### config.mk
export PLATFORM = sky130hd
export DESIGN_NAME = eif_spike_monitor
export DESIGN_NICKNAME = d
export VERILOG_FILES = /design/src/rtl/eif_pkg.sv /design/src/rtl/eif_sync_fifo.sv /design/src/rtl/eif_spike_monitor.sv
export SDC_FILE = /design/constraint.sdc
export NUM_CORES = 1
export LEC_CHECK = 0
export ABC_CLOCK_PERIOD_IN_PS = 5280
export CAP_MARGIN = 30
export CORE_MARGIN = 2
export CORE_UTILIZATION = 54
export DETAILED_ROUTE_END_ITERATION = 10
export HOLD_SLACK_MARGIN = 0.15
export PLACE_DENSITY = 0.72
export SLEW_MARGIN = 20
export SYNTH_ARGS = -nofsm -noshare
export SYNTH_HDL_FRONTEND = slang
export SYNTH_HIERARCHICAL = 1
export SYNTH_SLANG_ARGS = --single-unit
### constraint.sdc
create_clock -name clk -period 5.28 [get_ports clk]
set_clock_uncertainty 0.1 [all_clocks]
set_input_delay 1.056 -clock clk [delete_from_list [all_inputs] [get_ports clk]]
set_output_delay 1.056 -clock clk [all_outputs]
set_load 0.005 [all_outputs]
### src/rtl/eif_pkg.sv
// eif_pkg: shared widths, saturation patterns and FIFO entry layout for the EIF spike monitor (entry gains peak with EIF_MON_PEAK_EN)
package eif_pkg;
  localparam int STATE_W = 8;
  localparam int ISI_W = 16;
  localparam logic [63:0] ISI_SAT = '1;
  localparam logic [7:0] RATE_SAT = 8'hff;
`ifdef EIF_MON_PEAK_EN
  typedef struct packed {
    logic [ISI_W-1:0] isi;
    logic [STATE_W-1:0] peak;
  } entry_t;
`else
  typedef struct packed {
    logic [ISI_W-1:0] isi;
  } entry_t;
`endif
endpackage

### src/rtl/eif_sync_fifo.sv
// eif_sync_fifo: circular FIFO with extra-bit pointers, gated head, occupancy and full/empty flags
module eif_sync_fifo #(
  parameter int W = 16,
  parameter int DEPTH = 8
) (
  input  logic                   clk,
  input  logic                   rst_n,
  input  logic                   push,
  input  logic                   pop,
  input  logic                   clr,
  input  logic [W-1:0]           din,
  output logic [W-1:0]           head,
  output logic [$clog2(DEPTH):0] level,
  output logic                   full,
  output logic                   empty
);
  localparam int AW = $clog2(DEPTH);
  logic [W-1:0] mem [DEPTH];
  logic [AW:0] wr_ptr, rd_ptr;
  logic wr_en, rd_en;
  assign empty = wr_ptr == rd_ptr;
  assign full = (wr_ptr ^ rd_ptr) == {1'b1, {AW{1'b0}}};
  assign level = wr_ptr - rd_ptr;
  assign rd_en = pop & ~empty;
  assign wr_en = push & (~full | rd_en);
  assign head = empty ? '0 : mem[rd_ptr[AW-1:0]];
  always_ff @(posedge clk or negedge rst_n)
    if (!rst_n) begin
      wr_ptr <= '0;
      rd_ptr <= '0;
    end else if (clr) begin
      wr_ptr <= '0;
      rd_ptr <= '0;
    end else begin
      wr_ptr <= wr_ptr + {{AW{1'b0}}, wr_en};
      rd_ptr <= rd_ptr + {{AW{1'b0}}, rd_en};
    end
  always_ff @(posedge clk)
    if (wr_en) mem[wr_ptr[AW-1:0]] <= din;
endmodule

### src/rtl/eif_spike_monitor.sv
// eif_spike_monitor: spike onset ISI capture into a FIFO plus windowed rate; EIF_MON_PEAK_EN adds per-interval peak state
module eif_spike_monitor import eif_pkg::*; #(
  parameter int CNT_W = ISI_W,
  parameter int DEPTH = 8,
  parameter int WIN_LOG2 = 10
) (
  input  logic                   clk,
  input  logic                   rst_n,
  input  logic                   spike_in,
  input  logic [STATE_W-1:0]     state_in,
  input  logic                   clr,
  input  logic                   out_ready,
  output logic                   out_valid,
  output logic [CNT_W-1:0]       out_isi,
`ifdef EIF_MON_PEAK_EN
  output logic [STATE_W-1:0]     out_peak,
`endif
  output logic [$clog2(DEPTH):0] level,
  output logic                   overflow,
  output logic [7:0]             rate
);
  localparam int EW = CNT_W + $bits(entry_t) - ISI_W;
  localparam logic [CNT_W-1:0] ISI_MAX = ISI_SAT[CNT_W-1:0];
  logic spike_q, armed, onset, push, pop, full, empty;
  logic [CNT_W-1:0] isi_cnt, isi_nxt;
  logic [WIN_LOG2-1:0] win_cnt;
  logic [7:0] spk_cnt, spk_nxt;
  logic [EW-1:0] din, head;
  assign onset = spike_in & ~spike_q;
  assign push = onset & armed & ~clr;
  assign out_valid = ~empty;
  assign pop = out_valid & out_ready;
  assign isi_nxt = isi_cnt == ISI_MAX ? ISI_MAX : isi_cnt + 1'b1;
  assign spk_nxt = spk_cnt == RATE_SAT ? RATE_SAT : spk_cnt + 8'(onset);
`ifdef EIF_MON_PEAK_EN
  logic [STATE_W-1:0] peak, peak_cur;
  assign peak_cur = state_in > peak ? state_in : peak;
  assign din = {isi_nxt, peak_cur};
  assign out_isi = head[EW-1 -: CNT_W];
  assign out_peak = head[STATE_W-1:0];
  always_ff @(posedge clk or negedge rst_n)
    if (!rst_n) peak <= '0;
    else peak <= onset ? state_in : peak_cur;
`else
  logic unused_state;
  assign unused_state = ^state_in;
  assign din = isi_nxt;
  assign out_isi = head;
`endif
  always_ff @(posedge clk or negedge rst_n)
    if (!rst_n) begin
      spike_q <= 1'b0;
      armed <= 1'b0;
      isi_cnt <= '0;
      overflow <= 1'b0;
      win_cnt <= '0;
      spk_cnt <= '0;
      rate <= '0;
    end else begin
      spike_q <= spike_in;
      armed <= ~clr & (armed | onset);
      isi_cnt <= (clr | onset) ? '0 : isi_nxt;
      overflow <= ~clr & (overflow | (push & full & ~pop));
      win_cnt <= win_cnt + 1'b1;
      spk_cnt <= &win_cnt ? '0 : spk_nxt;
      rate <= &win_cnt ? spk_nxt : rate;
    end
  eif_sync_fifo #(.W(EW), .DEPTH(DEPTH)) u_fifo (
    .clk(clk),
    .rst_n(rst_n),
    .push(push),
    .pop(pop),
    .clr(clr),
    .din(din),
    .head(head),
    .level(level),
    .full(full),
    .empty(empty)
  );
endmodule

# After elaboration in Yosys (flattened, before gate mapping)

Memory sizes are Yosys's and may differ from the RTL's.
Cells that the tools add are included.

Bits in registers: 53
RAM bits: 128
Input port bits: 13
Output and inout port bits: 30
Memories kept: 1

Add/sub/neg operators: 6
Eq/ne operators: 4
Muxes and demuxes: 9
Bitwise operators: 20
Reductions and logical operators: 1

Memories:

| memory     | depth | width | rd ports | clocked after Yosys merged registers in | write ports | line                | text |
|---|---|---|---|---|---|---|---|
| u_fifo.mem | 8     | 16    | 1        | 0                                       | 1           | eif_sync_fifo.sv:18 | `logic [W-1:0] mem [DEPTH];` |

Operators with widths:

| kind                  | number |
|---|---|
| $mux 16               | 3 |
| $add 16x1->16 const B | 1 |
| $eq 16x16->1 const B  | 1 |
| $mux 8                | 2 |
| $add 10x1->10 const B | 1 |
| $and 1x1->1           | 10 |
| $reduce_and 10->1     | 1 |
| $add 4x1->4           | 2 |
| $add 8x1->8           | 1 |
| $eq 8x8->1 const B    | 1 |
| $mux 4                | 2 |
| $not 1->1             | 5 |
| $eq 4x4->1            | 1 |
| $eq 4x4->1 const B    | 1 |
| $or 1x1->1            | 4 |
| $sub 4x4->4           | 1 |
| $xor 4x4->4           | 1 |
| $mux 1                | 2 |

# Logic depth before layout (Yosys ltp)

Depth after elaboration: 8
Gate-level depth with buffers: 12
Mapped depth without buffers: 11

# Modules after synthesis

The synthesis kept the hierarchy.

Modules (own cells, without submodules):

| module            | times used | cells each | area each (um^2) | seq. area each (um^2) |
|---|---|---|---|---|
| eif_sync_fifo     | 1          | 317        | 5,624.1          | 4,043.9 |
| eif_spike_monitor | 1          | 206        | 2,189.6          | 1,126.1 |

# Least setup slack after synthesis

No wires, ideal clock.

Path kind: input -> register
Start: input port spike_in
End: memory u_fifo.mem[4][0], enable pin
Setup time: 0.436 ns
Arrival: 3.379 ns
Slack: 1.364 ns
Stages: 4
Buffers on the path: 0
Cell sequence: nor2b_1 > and3b_1 > o31ai_4 > nor4b_1

Longest elaborated chain between the ends: 6

Ends and longest elaborated chain:

| item                         | line                    | text |
|---|---|---|
| start, declared              | eif_spike_monitor.sv:9  | `input logic spike_in,` |
| $and 1x1->1                  | eif_spike_monitor.sv:29 | `assign onset = spike_in & ~spike_q;` |
| $and 1x1->1 (2 in a row)     | eif_spike_monitor.sv:30 | `assign push = onset & armed & ~clr;` |
| net push                     | eif_spike_monitor.sv:24 | `logic spike_q, armed, onset, push, pop, full, empty;` |
| $and 1x1->1                  | eif_sync_fifo.sv:25     | `assign wr_en = push & (~full \| rd_en);` |
| $mux 1                       | eif_sync_fifo.sv:39     | `if (wr_en) mem[wr_ptr[AW-1:0]] <= din;` |
| $mux 1 (implied by the code) | eif_sync_fifo.sv:39     |  |
| end, declared                | eif_sync_fifo.sv:18     |  |

The timed path passes the listed nets, and every way through them passes these cells.

# Final worst setup path

Start: register u_fifo.rd_ptr[0]
End: output port out_isi[15]

Longest elaborated chain between the ends: 2
Elaborated cells between the ends (all ways): 3
Classes of those cells: 1 x eq/ne; 1 x mux; 1 x memory

Ends and longest elaborated chain:

| item                                              | line                    | text |
|---|---|---|
| start, declared                                   | eif_sync_fifo.sv:19     | `logic [AW:0] wr_ptr, rd_ptr;` |
| start signal, assigned                            | eif_sync_fifo.sv:36     | `rd_ptr <= rd_ptr + {{AW{1'b0}}, rd_en};` |
| $mem_v2 8x16 / $eq 4x4->1 (equally long branches) | -                       |  |
| $mux 16 *                                         | eif_sync_fifo.sv:26     | `assign head = empty ? '0 : mem[rd_ptr[AW-1:0]];` |
| end, declared                                     | eif_spike_monitor.sv:14 | `output logic [CNT_W-1:0] out_isi,` |

Every way passes the cells marked *; elsewhere a longest branch is shown, timed or not.

==> run_results.csv <==
group,metric,value,unit
status,outcome,"completed",
floorplan,fp.dieH,124,microns
critical_path,r2r-start,"u_fifo/rd_ptr[0]",
timing,fin_crit_sh,81.7,%
critical_path,slowest_stage,"dfrtp_4",
pwr,powerDensity,325,nW/um^2
yosys,synthAdderAreaFrac,2.02,%
finish,mostFrequentLayoutCells,"edfxtp_1 (128), mux2i_1 (67), dfrtp_1 (52)",
critical_path,critPathKind,"register to output pin",
yosys,synth_compound_area_share,7.17,%
global_route,antenna_found_initial,0,
critical_path,path_max_fanout,37,
floorplan,num_io_pins,43,
clock_network,clkLatencyLatePin,420,ps
placement,port_buffers,34,
finish,syn_to_final_growth,14.7,%
critical_path,crit_path_start,"u_fifo/rd_ptr[0]",
placement,placedCellCount,729,
finish,final-seq-area,5170,sq um
yosys,async_flop_share,29.3,%
finish,antenna_cells,0,
timing,fin_tns_setup,0,ps
finish,fin_cells,762,
job,cap_violations,0,
routing,vias,4295,
clock_network,htreeDepth,4,
global_route,grt_pass1_wl,22.8,mm
yosys,avgSynthCellArea,14.9,sq um
clock_network,post-cts-setup-buffers,0,
routing,routed_wl,14.0,mm
critical_path,cpPeakStageDelay,770,ps
finish,drive_gt1_share,16.0,%
global_route,grt_max_degree,38,
timing,setup_viol,0,
yosys,ys_warn_count,6,
yosys,syn_inst,523,
yosys,yosys.area_share.simple,8.76,%
routing,drt_iter0_drc,361,
hold_path,min_from,"win_cnt[8]",
critical_path,worst_ep_arrival_time,3160,ps
timing,rsz0062_at_grt,"no",
clock_network,cts_tree,"yes",
routing,wl_per_cell,18.3,microns
floorplan,dieArea,15400,sq um
clock_network,cts_resized,0,
floorplan,rows,43,
global_route,grt_util_all_layers,19.1,%
pwr,peakVddDrop,0.209,mV
routing,antenna_left,0,
routing,drc,0,
critical_path,crit_chain,"buf_4 -> mux2i_1 -> a22oi_1 -> nand2_1 -> a221oi_1 -> clkdlybuf4s50_1",
global_route,grt.overflow.total,0,
placement,gp_congestion,0.784,
timing,period_needed,4310,ps
floorplan,core_area,14000,sq um
clock_network,cts_buffer_depth,2,
critical_path,cp-start-kind,"register",
pwr,power,2.91,mW
yosys,synth-edff-count,128,
floorplan,start_util,55.9,%
yosys,netlist_area,7810,sq um
routing,routed_via_density,5.64,
timing,finalMaxSlewViolations,0,
global_route,grt_pass1_vias,4328,
yosys,synth_top_family_by_area,"multiplexers",
finish,multiInputGateArea,2450,sq um
finish,fillers,1026,
finish,final_common_cell,"edfxtp_1",
yosys,synth-xor-area-share,2.90,%
timing,hold_viol_final,0,
clock_network,clock-root-buffer,"clkbuf_16",
yosys,ys_ff_latch,181,
clock_network,clock-sinks,181,
critical_path,required,4120,ps
clock_network,postCtsHoldBufs,0,
yosys,synthMuxAreaShare,9.74,%
yosys,yosysSeqAreaShare,66.2,%
routing,firstDrtPassIters,4,
hold_path,hold_class,"register to register",
finish,finish.net_count,594,
timing,max_freq,0.232,GHz
timing,relSlewSlack,40.2,%
pwr,leakagePower,3.20,nW
yosys,synth_cell_types,47,
critical_path,crit_path_end_kind,"output pin",
yosys,syn-num-nets,548,
yosys,synth_flop_cell,"edfxtp_1",
timing,worstMarginPinSlew,897,ps
floorplan,die_x,124,microns
clock_network,clkTransAtPathRegs,60,ps
placement,postPlaceCellArea,8370,sq um
finish,design_area,8960,sq um
clock_network,cts_buffers,17,
placement,dp.final_hpwl,8.92,mm
==> worst paths after layout <==
kind / depth (start not counted) / end / slack, ps
max in group asynchronous: 2 / u_fifo/rd_ptr[0] / 3720
setup reg to reg: 10 / u_fifo/wr_ptr[2] / 1870
min in group asynchronous: 1 / win_cnt[3] / 540
hold reg to reg: 1 / win_cnt[8] / 370
hold / removal: 1 / win_cnt[8] / 370
setup / recovery: 6 / out_isi[15] / 970
==> final cells by class <==
| type | instances | area share, % |
|---|---|---|
| clock inverters | 12 | 1.35 |
| inverters | 19 | 0.796 |
| multi-input cells | 302 | 27.4 |
| clock buffers | 20 | 5.10 |
| flip-flops and latches | 181 | 57.8 |
| repair buffers | 48 | 5.08 |
| well taps | 180 | 2.51 |
==> logic make-up (layout without fill, tap and decap cells) <==
logic type	Yosys count	in the layout
compound gates	64	64
xor+xnor	25	25
fa+ha+maj	12	12
buf+inv	40	99
flops	181	181
mux	75	75
simple gates	126	126
==> synthesized netlist by cell type (2+ instances only) <==
cell type	n	area, sq um
a31oi_1	2	12.5
buf_6	6	67.6
o21ai_0	4	20.0
and2b_1	2	15.0
or2_2	2	12.5
nand3_1	16	80.1
nor4_1	6	37.5
inv_1	19	71.3
and2_1	4	25.0
a21oi_1	11	55.1
buf_2	5	25.0
xor2_1	7	61.3
nor4b_1	2	17.5
nand4_1	5	31.3
nor2b_1	12	75.1
a22oi_1	16	120
a21oi_2	8	70.1
dfrtp_1	53	1330
and3_1	3	18.8
edfxtp_1	128	3840
nor3_1	5	25.0
ha_1	11	138
clkbuf_1	2	7.51
nor2_1	19	71.3
nand4_4	3	63.8
xnor2_1	17	149
mux2i_1	67	671
nand2_1	41	154
buf_12	2	40.0
a41o_1	2	20.0
mux2_2	8	90.1
and4_1	3	26.3
a221oi_2	11	165
buf_4	4	30.0
a221oi_1	5	43.8
==> per-layer routing <==
layer / part of all wire [%] / global-route usage [%] / wire (microns)
met5: 0 / 0 / 0
met4: 1.9 / 6.94 / 259
met3: 4.6 / 3.78 / 647
met2: 53 / 33.5 / 7360
met1: 41 / 23.6 / 5680
==> power breakdown <==
group	total, mW	switching [mW]	internal (mW)
sequential	1.58	0.0325	1.55
clock	1.20	0.516	0.682
combinational	0.135	0.0795	0.0551
total	2.91	0.629	2.28
==> worst max-delay path: cells and delay by family (launching register included) <==
| family | cells | cell delay (ps) |
|---|---|---|
| AO/OA/AOI/OAI | 2 | 500 |
| flip-flops | 1 | 770 |
| AND/OR/NAND/NOR | 1 | 80 |
| buffers and inverters | 2 | 1180 |
| multiplexers | 1 | 160 |
==> sequential cells by signal, indices dropped and copies added, names as in the netlist <==
register / cells
u_fifo/mem: 128
isi_cnt: 16
win_cnt: 10
rate: 8
spk_cnt: 8
u_fifo/rd_ptr: 4
u_fifo/wr_ptr: 4
armed: 1
overflow: 1
spike_q: 1
==> through the flow <==
step / hold WS, ps / setup WS, ps / utilization (%)
after floorplan: 338 / 1360 / -
after global placement: 353 / 1440 / 59.7
after detailed placement: 356 / 1410 / 59.8
after CTS: 370 / 951 / 63.9
after global routing: 381 / 709 / 64.0
final: 369 / 967 / 64.0
Power figures use the tool's default switching activity.
